<file path="config.mk">
export PLATFORM = sky130hd
export DESIGN_NAME = pipeline_trace_tagger
export DESIGN_NICKNAME = d
export VERILOG_FILES = /design/src/rtl/pipeline_trace_tagger.sv
export SDC_FILE = /design/constraint.sdc
export NUM_CORES = 1
export LEC_CHECK = 0
export BUFFER_PORTS_ARGS = -buffer_cell sky130_fd_sc_hd__buf_2
export CAP_MARGIN = 20
export CORE_MARGIN = 1.5
export CORE_UTILIZATION = 40
export DETAILED_ROUTE_END_ITERATION = 16
export GPL_TIMING_DRIVEN = 0
export PLACE_DENSITY = 0.61
export SYNTH_ARGS = -nofsm -noshare
export SYNTH_HDL_FRONTEND = slang
export SYNTH_SLANG_ARGS = --single-unit
</file>
<file path="constraint.sdc">
create_clock -name clk -period 8.8 [get_ports clk]
set_clock_uncertainty 0.2 [all_clocks]
set_input_delay 1.76 -clock clk [delete_from_list [all_inputs] [get_ports clk]]
set_output_delay 1.76 -clock clk [all_outputs]
set_load 0.05 [all_outputs]
</file>
<file path="src/rtl/pipeline_trace_tagger.sv">
// Shadows each fetched instruction through the 5-stage pipeline with a sequence tag.
// Every retiring instruction leaves one record in a show-ahead FIFO read by valid/ready.
module pipeline_trace_tagger #(
  parameter int TAG_MAX    = 72,
  parameter int TAG_W      = 7,
  parameter int PC_W       = 16,
  parameter int CYC_W      = 32,
  parameter int FIFO_DEPTH = 8
) (
  input  logic             clk,
  input  logic             rst_n,
  input  logic             fetch_valid,
  input  logic [PC_W-1:0]  fetch_pc,
  input  logic             pc_stall,
  input  logic             if_id_stall,
  input  logic             if_flush,
  input  logic             id_flush,
  output logic             trace_valid,
  input  logic             trace_ready,
  output logic [TAG_W-1:0] trace_tag,
  output logic [PC_W-1:0]  trace_pc,
  output logic [CYC_W-1:0] trace_fetch_cycle,
  output logic [CYC_W-1:0] trace_wb_cycle,
  output logic             overflow,
  output logic [CYC_W-1:0] cycle
);

  localparam int PTR_W = (FIFO_DEPTH > 1) ? $clog2(FIFO_DEPTH) : 1;
  localparam int CNT_W = PTR_W + 1;
  localparam int NSTG  = 4;  // IF/ID, ID/EX, EX/MEM, MEM/WB

  typedef struct packed {
    logic             valid;
    logic [TAG_W-1:0] tag;
    logic [PC_W-1:0]  pc;
    logic [CYC_W-1:0] fcyc;
  } stage_t;

  typedef struct packed {
    logic [TAG_W-1:0] tag;
    logic [PC_W-1:0]  pc;
    logic [CYC_W-1:0] fcyc;
    logic [CYC_W-1:0] wcyc;
  } rec_t;

  stage_t           stg_reg [NSTG];
  rec_t             fifo_mem [FIFO_DEPTH];
  rec_t             head;
  logic [CYC_W-1:0] cycle_reg;
  logic [TAG_W-1:0] next_tag_reg;
  logic [PTR_W-1:0] wr_ptr_reg;
  logic [PTR_W-1:0] rd_ptr_reg;
  logic [CNT_W-1:0] count_reg;
  logic             overflow_reg;

  logic accept;
  logic push;
  logic pop;
  logic full;
  logic wr_en;

  assign accept = fetch_valid & ~pc_stall & ~if_id_stall & ~if_flush;
  assign push   = stg_reg[NSTG-1].valid;
  assign pop    = trace_valid & trace_ready;
  assign full   = (count_reg == CNT_W'(FIFO_DEPTH));
  // A full FIFO still takes the record when the head leaves in the same cycle.
  assign wr_en  = push & (~full | pop);

  always_ff @(posedge clk or negedge rst_n) begin
    if (!rst_n) begin
      cycle_reg    <= '0;
      next_tag_reg <= '0;
      for (int i = 0; i < NSTG; i++) stg_reg[i] <= '0;
      wr_ptr_reg   <= '0;
      rd_ptr_reg   <= '0;
      count_reg    <= '0;
      overflow_reg <= 1'b0;
    end else begin
      cycle_reg <= cycle_reg + 1'b1;

      if (accept) begin
        next_tag_reg <= (next_tag_reg == TAG_W'(TAG_MAX - 1)) ? '0 : next_tag_reg + 1'b1;
      end

      if (if_flush) begin
        stg_reg[0].valid <= 1'b0;
      end else if (!if_id_stall) begin
        stg_reg[0].valid <= accept;
        if (accept) begin
          stg_reg[0].tag  <= next_tag_reg;
          stg_reg[0].pc   <= fetch_pc;
          stg_reg[0].fcyc <= cycle_reg;
        end
      end

      // A decode stall leaves a bubble behind the held IF/ID entry.
      if (id_flush || if_id_stall) begin
        stg_reg[1].valid <= 1'b0;
      end else begin
        stg_reg[1] <= stg_reg[0];
      end

      for (int i = 2; i < NSTG; i++) stg_reg[i] <= stg_reg[i-1];

      if (wr_en) wr_ptr_reg <= wr_ptr_reg + 1'b1;
      if (pop)   rd_ptr_reg <= rd_ptr_reg + 1'b1;
      count_reg <= count_reg + CNT_W'(wr_en) - CNT_W'(pop);
      if (push && full && !pop) overflow_reg <= 1'b1;
    end
  end

  always_ff @(posedge clk) begin
    if (wr_en) begin
      fifo_mem[wr_ptr_reg] <= {stg_reg[NSTG-1].tag, stg_reg[NSTG-1].pc,
                               stg_reg[NSTG-1].fcyc, cycle_reg};
    end
  end

  // Head fields are forced to zero while empty so stale storage never shows.
  assign head              = fifo_mem[rd_ptr_reg];
  assign trace_valid       = (count_reg != '0);
  assign trace_tag         = trace_valid ? head.tag  : '0;
  assign trace_pc          = trace_valid ? head.pc   : '0;
  assign trace_fetch_cycle = trace_valid ? head.fcyc : '0;
  assign trace_wb_cycle    = trace_valid ? head.wcyc : '0;
  assign overflow          = overflow_reg;
  assign cycle             = cycle_reg;

endmodule
</file>
# Word-level counts from Yosys, hierarchy flattened
# Memory sizes are Yosys's and may differ from the RTL's.
# Index checks and enable logic that the tools add are counted.
[totals]
ff_bits = 274
ramBits = 696
in_bits = 24
out_inout_bits = 121
word_cells = 59
mem_count = 1
[op_classes]
add_sub_neg = 6
eq_ne = 3
n_mux = 11
bitwise = 10
reduce_logical = 6
[memory_table]
columns = ["memory", "words", "width", "rd", "rd_ports_with_merged_regs", "write_ports", "line", "rtl"]
rows = [
  ["fifo_mem", 8, 87, 1, 0, 1, "47", "rec_t fifo_mem [FIFO_DEPTH];"],
]
[op_table]
columns = ["operator", "n"]
rows = [
  ["$mux 32", 2],
  ["$mux 56", 1],
  ["$mux 55", 1],
  ["$add 32x1->32 const B", 1],
  ["$mux 16", 1],
  ["$mux 7", 2],
  ["$add 7x1->7 const B", 1],
  ["$eq 7x7->1 const B", 1],
  ["$add 3x1->3 const B", 2],
  ["$and 1x1->1", 5],
  ["$add 4x1->4", 1],
  ["$eq 4x4->1 const B", 1],
  ["$mux 1", 4],
  ["$not 1->1", 4],
  ["$reduce_bool 4->1", 1],
  ["$sub 4x1->4", 1],
  ["$reduce_and 3->1", 1],
  ["$logic_and 1x1->1", 2],
  ["$ne 2x1->1 const B", 1],
  ["$logic_not 1->1", 1],
  ["$logic_or 1x1->1", 1],
  ["$or 1x1->1", 1],
]

# Logic depth before layout (Yosys ltp)
# Gate-level depths: netlist (run 1).
[logic_depth]
ltp_word = 7
ltp_mapped = 11
depth_no_buf = 10

# Least setup slack after synthesis (run 1)
# No wires, ideal clock.
[synth_path]
path_type = "input -> register"
start = "input trace_ready"
end = "memory fifo_mem[1][0] (netlist name) (enable)"
setup_time_ps = 639
t_arrival_ps = 8278
slack_ps = -317
path_stages = 4
path_buffers = 0
cell_sequence = "nand2b_1 a31o_2 or2_2 nor3_1"
[synth_between]
elab_chain_len = 5
[synth_lines]
columns = ["item", "line", "rtl"]
rows = [
  ["start, declared", "19", "input logic trace_ready,"],
  ["$and 1x1->1", "64", "assign pop = trace_valid & trace_ready;"],
  ["$or 1x1->1", "67", "assign wr_en = push & (~full | pop);"],
  ["$and 1x1->1", "67", ""],
  ["$mux 1", "113", "if (wr_en) begin"],
  ["$mux 1 (not written as such)", "114", "fifo_mem[wr_ptr_reg] <= {stg_reg[NSTG-1].tag, stg_reg[NSTG-1].pc,"],
  ["end, declared", "47", ""],
]
# No other way between the ends.

# Worst setup path after layout (run 1)
[layout_path]
start = "register count_reg[1]"
end = "output trace_wb_cycle[1]"
[layout_between]
elab_chain_len = 2
[layout_lines]
columns = ["item", "line", "rtl"]
rows = [
  ["start, declared", "53", "logic [CNT_W-1:0] count_reg;"],
  ["start signal, assigned", "107", "count_reg <= count_reg + CNT_W'(wr_en) - CNT_W'(pop);"],
  ["$reduce_bool 4->1", "121", "assign trace_valid = (count_reg != '0);"],
  ["$mux 32", "125", "assign trace_wb_cycle = trace_valid ? head.wcyc : '0;"],
  ["end, declared", "23", "output logic [CYC_W-1:0] trace_wb_cycle,"],
]
# No other way between the ends.

==> metrics.txt, run 1 <==
nature of the critical path startpoint=flip-flop; IO buf count=144; WP data required=6.84 ns; Seq/Total Area, Yosys=0.778; Initial Utilization=0.404; hold path startpoint=stg_reg[60]$_DFF_PN0_; die extent in x=302 µm; ys flop type=edfxtp_1; fin worst setup slack=3.19 ns; clock buffer depth=3; layout cells sized above 1=0.334; final net count=1973; combinational share of power=0.311; Site Rows=109; P_int=8.81 mW; Fmax=178 MHz; Diodes inserted=0; CTS tree=yes; Netlist cell types=38; Setup Fix Bufs, Post-CTS=0; post_cts resized=0; area of the die=91000 µm²; Final ANT Viol Nets=0; Layout fillers=7265; status=completed; Routability Congestion=0.719; max_cap viols=0; power per cell area=318 nW/µm²; Slew headroom=0.242; Seq pwr share=0.397; number of hold buffers added after cts=0; DR vias=16500; maximum VDD drop=0.000210 V; RSZ-0062 raised after global routing=no; Register Area=27800 µm²; Hold Crit Class=flip-flop to flip-flop; Pwr Total=13.3 mW; DIE HEIGHT=302 µm; Ys Warns=0; EDFF count, synth=696; P_sw=4.52 mW; number of I/O pins=145; Final setup viols=0; Overflow after GRT=0; largest net degree at the start of global routing=111; RR Startpoint=count_reg[2]$_DFF_PN0_; initial antenna violation count=1; DP Worst Slack=3.82 ns; non-filler cells in the finished layout=3183; Worst-path clk slew=0.06 ns; CTS sink count=970; cells after synthesis=1661; Area Growth Syn to Fin=17.2%; Sw Share=0.339; total nets after synthesis=1695; clock period minus worst slack=5.61 ns; routed length per placed instance=23.7 µm; Root Driver=clkbuf_16; CP Capture Type=output port; most frequent cells in the layout=696 x edfxtp_1, 274 x dfrtp_1, 177 x buf_2; Synth async-reset ratio=0.282; GRT Resource Usage Total=0.170; H-tree depth=3; Pins Over Slew Limit=0; Largest register FFs=696; global-route wire length before repair=114000 µm; HPWL after DPL=48400 µm; flops & latches, synth=970; Worst Tran Pin Value=1.14 ns; core region area=88400 µm²; LEAKAGE=15.8 nW; Post-route DRC=0; Pre-antenna DRT Iters=5; Crit Path Max Fanout=10; vias in the first global route=17600; Worst-Skew Late Latency=0.64 ns; Clock power frac=0.292; final hold vios=0; Via density=5.18; area of the multi-input gates=7520 µm²; Critical Path AT=3.65 ns; mapped cell area=35700 µm²; most common cell after layout, fill and taps aside=edfxtp_1; 1st-iter DRT viols=1279; Mean Syn Cell Area=21.5 µm²; crit path from=count_reg[1]$_DFF_PN0_; critical path class=flip-flop to output port; aggregate routed wire length=75300 µm; placed insts=3010; total CTS buffers=92; Final Cycle Share=0.637
## logic make-up (layout without fill, tap and decap cells)
group / Yosys count / in the layout / synth area share
buf+inv: 81 / 438 / 0.0134
flops: 970 / 970 / 0.778
mux: 376 / 376 / 0.170
compound gates: 8 / 8 / 0.00158
fa+ha+maj: 10 / 10 / 0.00372
xor+xnor: 40 / 40 / 0.00982
simple gates: 176 / 176 / 0.0233
## cell type report
type	count	area share
tap	1165	0.0348
timing repair buffer	184	0.0392
clock inverter	51	0.0115
sequential	970	0.663
multi-input combinational	610	0.180
clock buffer	122	0.0599
inverter	8	0.000718
buffer	73	0.0107
## power groups by stage
stage | logic, mW | clock network [mW] | registers (mW)
after detailed placement | 4.24 | 0 | 5.38
after global placement | 4.21 | 0 | 5.37
after global routing | 4.40 | 4.14 | 5.32
after floorplan | 3.13 | 0 | 5.33
after CTS | 4.25 | 3.97 | 5.29
final | 4.15 | 3.89 | 5.29
## critical path, stage by stage, from the launching register on
cell and delay [ns]:
dfrtp_1 0.40, nor2_1 0.19, and2_1 0.15, buf_4 0.24, clkbuf_1 0.87, clkbuf_1 0.60
nor2_1 0.26, buf_2 0.28
## worst paths after layout
check / depth (start not counted) / endpoint / slack (ns)
worst max-delay path: 7 / trace_wb_cycle[1] / 3.19
worst min-delay path: 0 / stg_reg[4]$_DFF_PN0_ / 0.13
worst max register to register: 9 / fifo_mem[6][38]$_DFFE_PP_ / 5.55
worst min register to register: 0 / stg_reg[4]$_DFF_PN0_ / 0.13
max in group asynchronous: 3 / cycle[9]$_DFF_PN0_ / 6.08
min in group asynchronous: 1 / stg_reg[147]$_DFFE_PN0N_ / 0.87
## synthesized netlist by cell type, drive strengths merged, types with 4 or more instances
cell    number  area (µm²)
buf         58         392
clkbuf      15        56.3
dfrtp      274        6860
edfxtp     696       20900
ha           9         113
inv          8        30.0
mux2       113        1270
mux2i       89         891
mux4       174        3920
nand2       18        67.6
nand2b       4        25.0
nand3       15        75.1
nand4       16         106
nor2       103         387
nor3         5        25.0
xnor2       28         245
xor2        12         105
## metrics by stage
step	hold slack [ns]	instance area (µm²)	setup TNS, ns	util
floorplan	0.131	35700	0	-
CTS	0.131	41800	0	0.473
global route	0.148	41800	0	0.473
finish	0.133	41800	0	0.473
detailed placement	0.135	38900	0	0.440
global placement	0.132	37900	-1503.53	0.429
## layer usage
metal  track usage  share of wire
met5             0              0
met2         0.280           0.50
met4        0.0436          0.019
met1         0.235           0.44
met3        0.0287          0.044
(Power assumes the default switching activity.)
==> inputs of run 2 (changes only) <==
- PLACE_DENSITY: 0.61 -> 0.63
- clock period: 8.8 -> 4.9 ns (I/O delays scaled with it)
==> metrics.txt, run 2 (synthesis results as in run 1) <==
status=completed; routed length per placed instance=23.7 µm; initial antenna violation count=0; 1st-iter DRT viols=1367; power per cell area=577 nW/µm²; final net count=1974; Register Area=27800 µm²; Final ANT Viol Nets=0; nature of the critical path startpoint=flip-flop; Post-route DRC=0; crit path from=rd_ptr_reg[1]$_DFFE_PN0N_; CP max-delay cell=clkbuf_1; Final setup viols=0; critical-path cell list=clkbuf_1 -> buf_2 -> mux4_2 -> mux2i_1 -> nor2_1 -> buf_2; LEAKAGE=15.8 nW; post_cts resized=0; most frequent cells in the layout=696 x edfxtp_1, 274 x dfrtp_1, 177 x buf_2; Routability Congestion=0.717; Crit Path Max Fanout=11; most common cell after layout, fill and taps aside=edfxtp_1; Via density=5.22; vias in the first global route=17500; total CTS buffers=91; clock period minus worst slack=4.73 ns; Layout fillers=7300; global-route wire length before repair=114000 µm; cell repeated most along the worst path=buf_2; DR vias=16600; Overflow after GRT=0; CP Capture Type=output port; WP data required=3.72 ns; DIE HEIGHT=302 µm; max_cap viols=0; Worst Tran Pin Value=1.10 ns; aggregate routed wire length=75600 µm; non-filler cells in the finished layout=3183; RR Startpoint=count_reg[2]$_DFF_PN0_; largest net degree at the start of global routing=127; clock buffer depth=3; Area Growth Syn to Fin=17.4%; Final Cycle Share=0.965; number of I/O pins=145; Site Rows=109; GRT Resource Usage Total=0.169; Hold Crit Class=primary input to asynchronous set/reset pin; H-tree depth=3; IO buf count=144; Pre-antenna DRT Iters=5; Worst path top cell family by delay=buffers and inverters; Slew headroom=0.270; HPWL after DPL=48500 µm; number of hold buffers added after cts=0; RSZ-0062 raised after global routing=no; Worst-path clk slew=0.06 ns; CTS tree=yes; core region area=88400 µm²; Buf/Inv on CP=3; maximum VDD drop=0.000345 V; CTS sink count=970; Setup Fix Bufs, Post-CTS=0; die extent in x=302 µm; Largest register FFs=696; Pins Over Slew Limit=0; layout cells sized above 1=0.336; placed insts=3012; max incr delay on CP=0.85 ns; Fmax=212 MHz; Pwr Total=24.2 mW; Root Driver=clkbuf_16; Initial Utilization=0.404; critical path class=flip-flop to output port; final hold vios=0; Critical Path AT=3.55 ns; area of the die=91000 µm²; area of the multi-input gates=7520 µm²; Worst-Skew Late Latency=0.63 ns
==> run 2: cell count changes in the layout (fill, tap and decap cells not counted), sizes merged <==
cell	delta
clkbuf	+8
buf	+2
inv	-2
clkinv	-12
bufinv	+2
diode	+2
==> run 2: report_power, final <==
group,internal (mW),switching [mW]
Clock,4.24,2.95
Sequential,9.23,0.270
Combinational,2.57,4.92
==> run 2: path summary, 6_finish.rpt <==
kind | to | slack, ns | cells after the start
setup reg to reg | fifo_mem[6][34]$_DFFE_PP_ | 1.68 | 9
hold reg to reg | stg_reg[33]$_DFF_PN0_ | 0.14 | 0
max in group asynchronous | cycle[5]$_DFF_PN0_ | 2.91 | 3
setup / recovery | trace_fetch_cycle[26] | 0.17 | 6
min in group clk | stg_reg[33]$_DFF_PN0_ | 0.14 | 0
hold / removal | stg_reg[149]$_DFFE_PN0N_ | 0.12 | 1
==> run 2: through the flow <==
step / TNS [ns] / area [µm²] / hold slack (ns) / util / setup WS, ns
after global routing: 0 / 41900 / 0.148 / 0.474 / 0.108
after CTS: 0 / 41900 / 0.107 / 0.474 / 0.157
after floorplan: -668.23 / 35700 / 0.131 / - / -1.10
after detailed placement: 0 / 38800 / 0.135 / 0.439 / 0.833
final: 0 / 41900 / 0.124 / 0.474 / 0.172
after global placement: -4378.81 / 37900 / 0.132 / 0.429 / -5.70
==> run 2: worst register-to-register path, delay by kind of cell, from the launching register on <==
kind	cells	cell delay (ns)
compound gates	1	0.28
fa+ha+maj	1	0.20
simple gates	3	1.12
buf+inv	4	0.76
flops	1	0.33
==> run 2: layout make-up <==
class / count / share of cell area
Antenna cell: 2 / 0.000119
Buffer: 73 / 0.0107
Clock buffer: 130 / 0.0622
Clock inverter: 39 / 0.0110
Inverter: 8 / 0.000717
Multi-Input combinational cell: 610 / 0.179
Sequential cell: 970 / 0.662
Tap cell: 1165 / 0.0348
Timing Repair Buffer: 186 / 0.0387
==> run 2: routing by layer <==
metal	up-vias	part of all wire	track usage	wire length (µm)
li1	7137	-	-	-
met2	385	0.50	0.279	37500
met3	94	0.049	0.0274	3720
met5	-	0	0	0
met1	8985	0.44	0.235	33000
met4	0	0.018	0.0439	1380
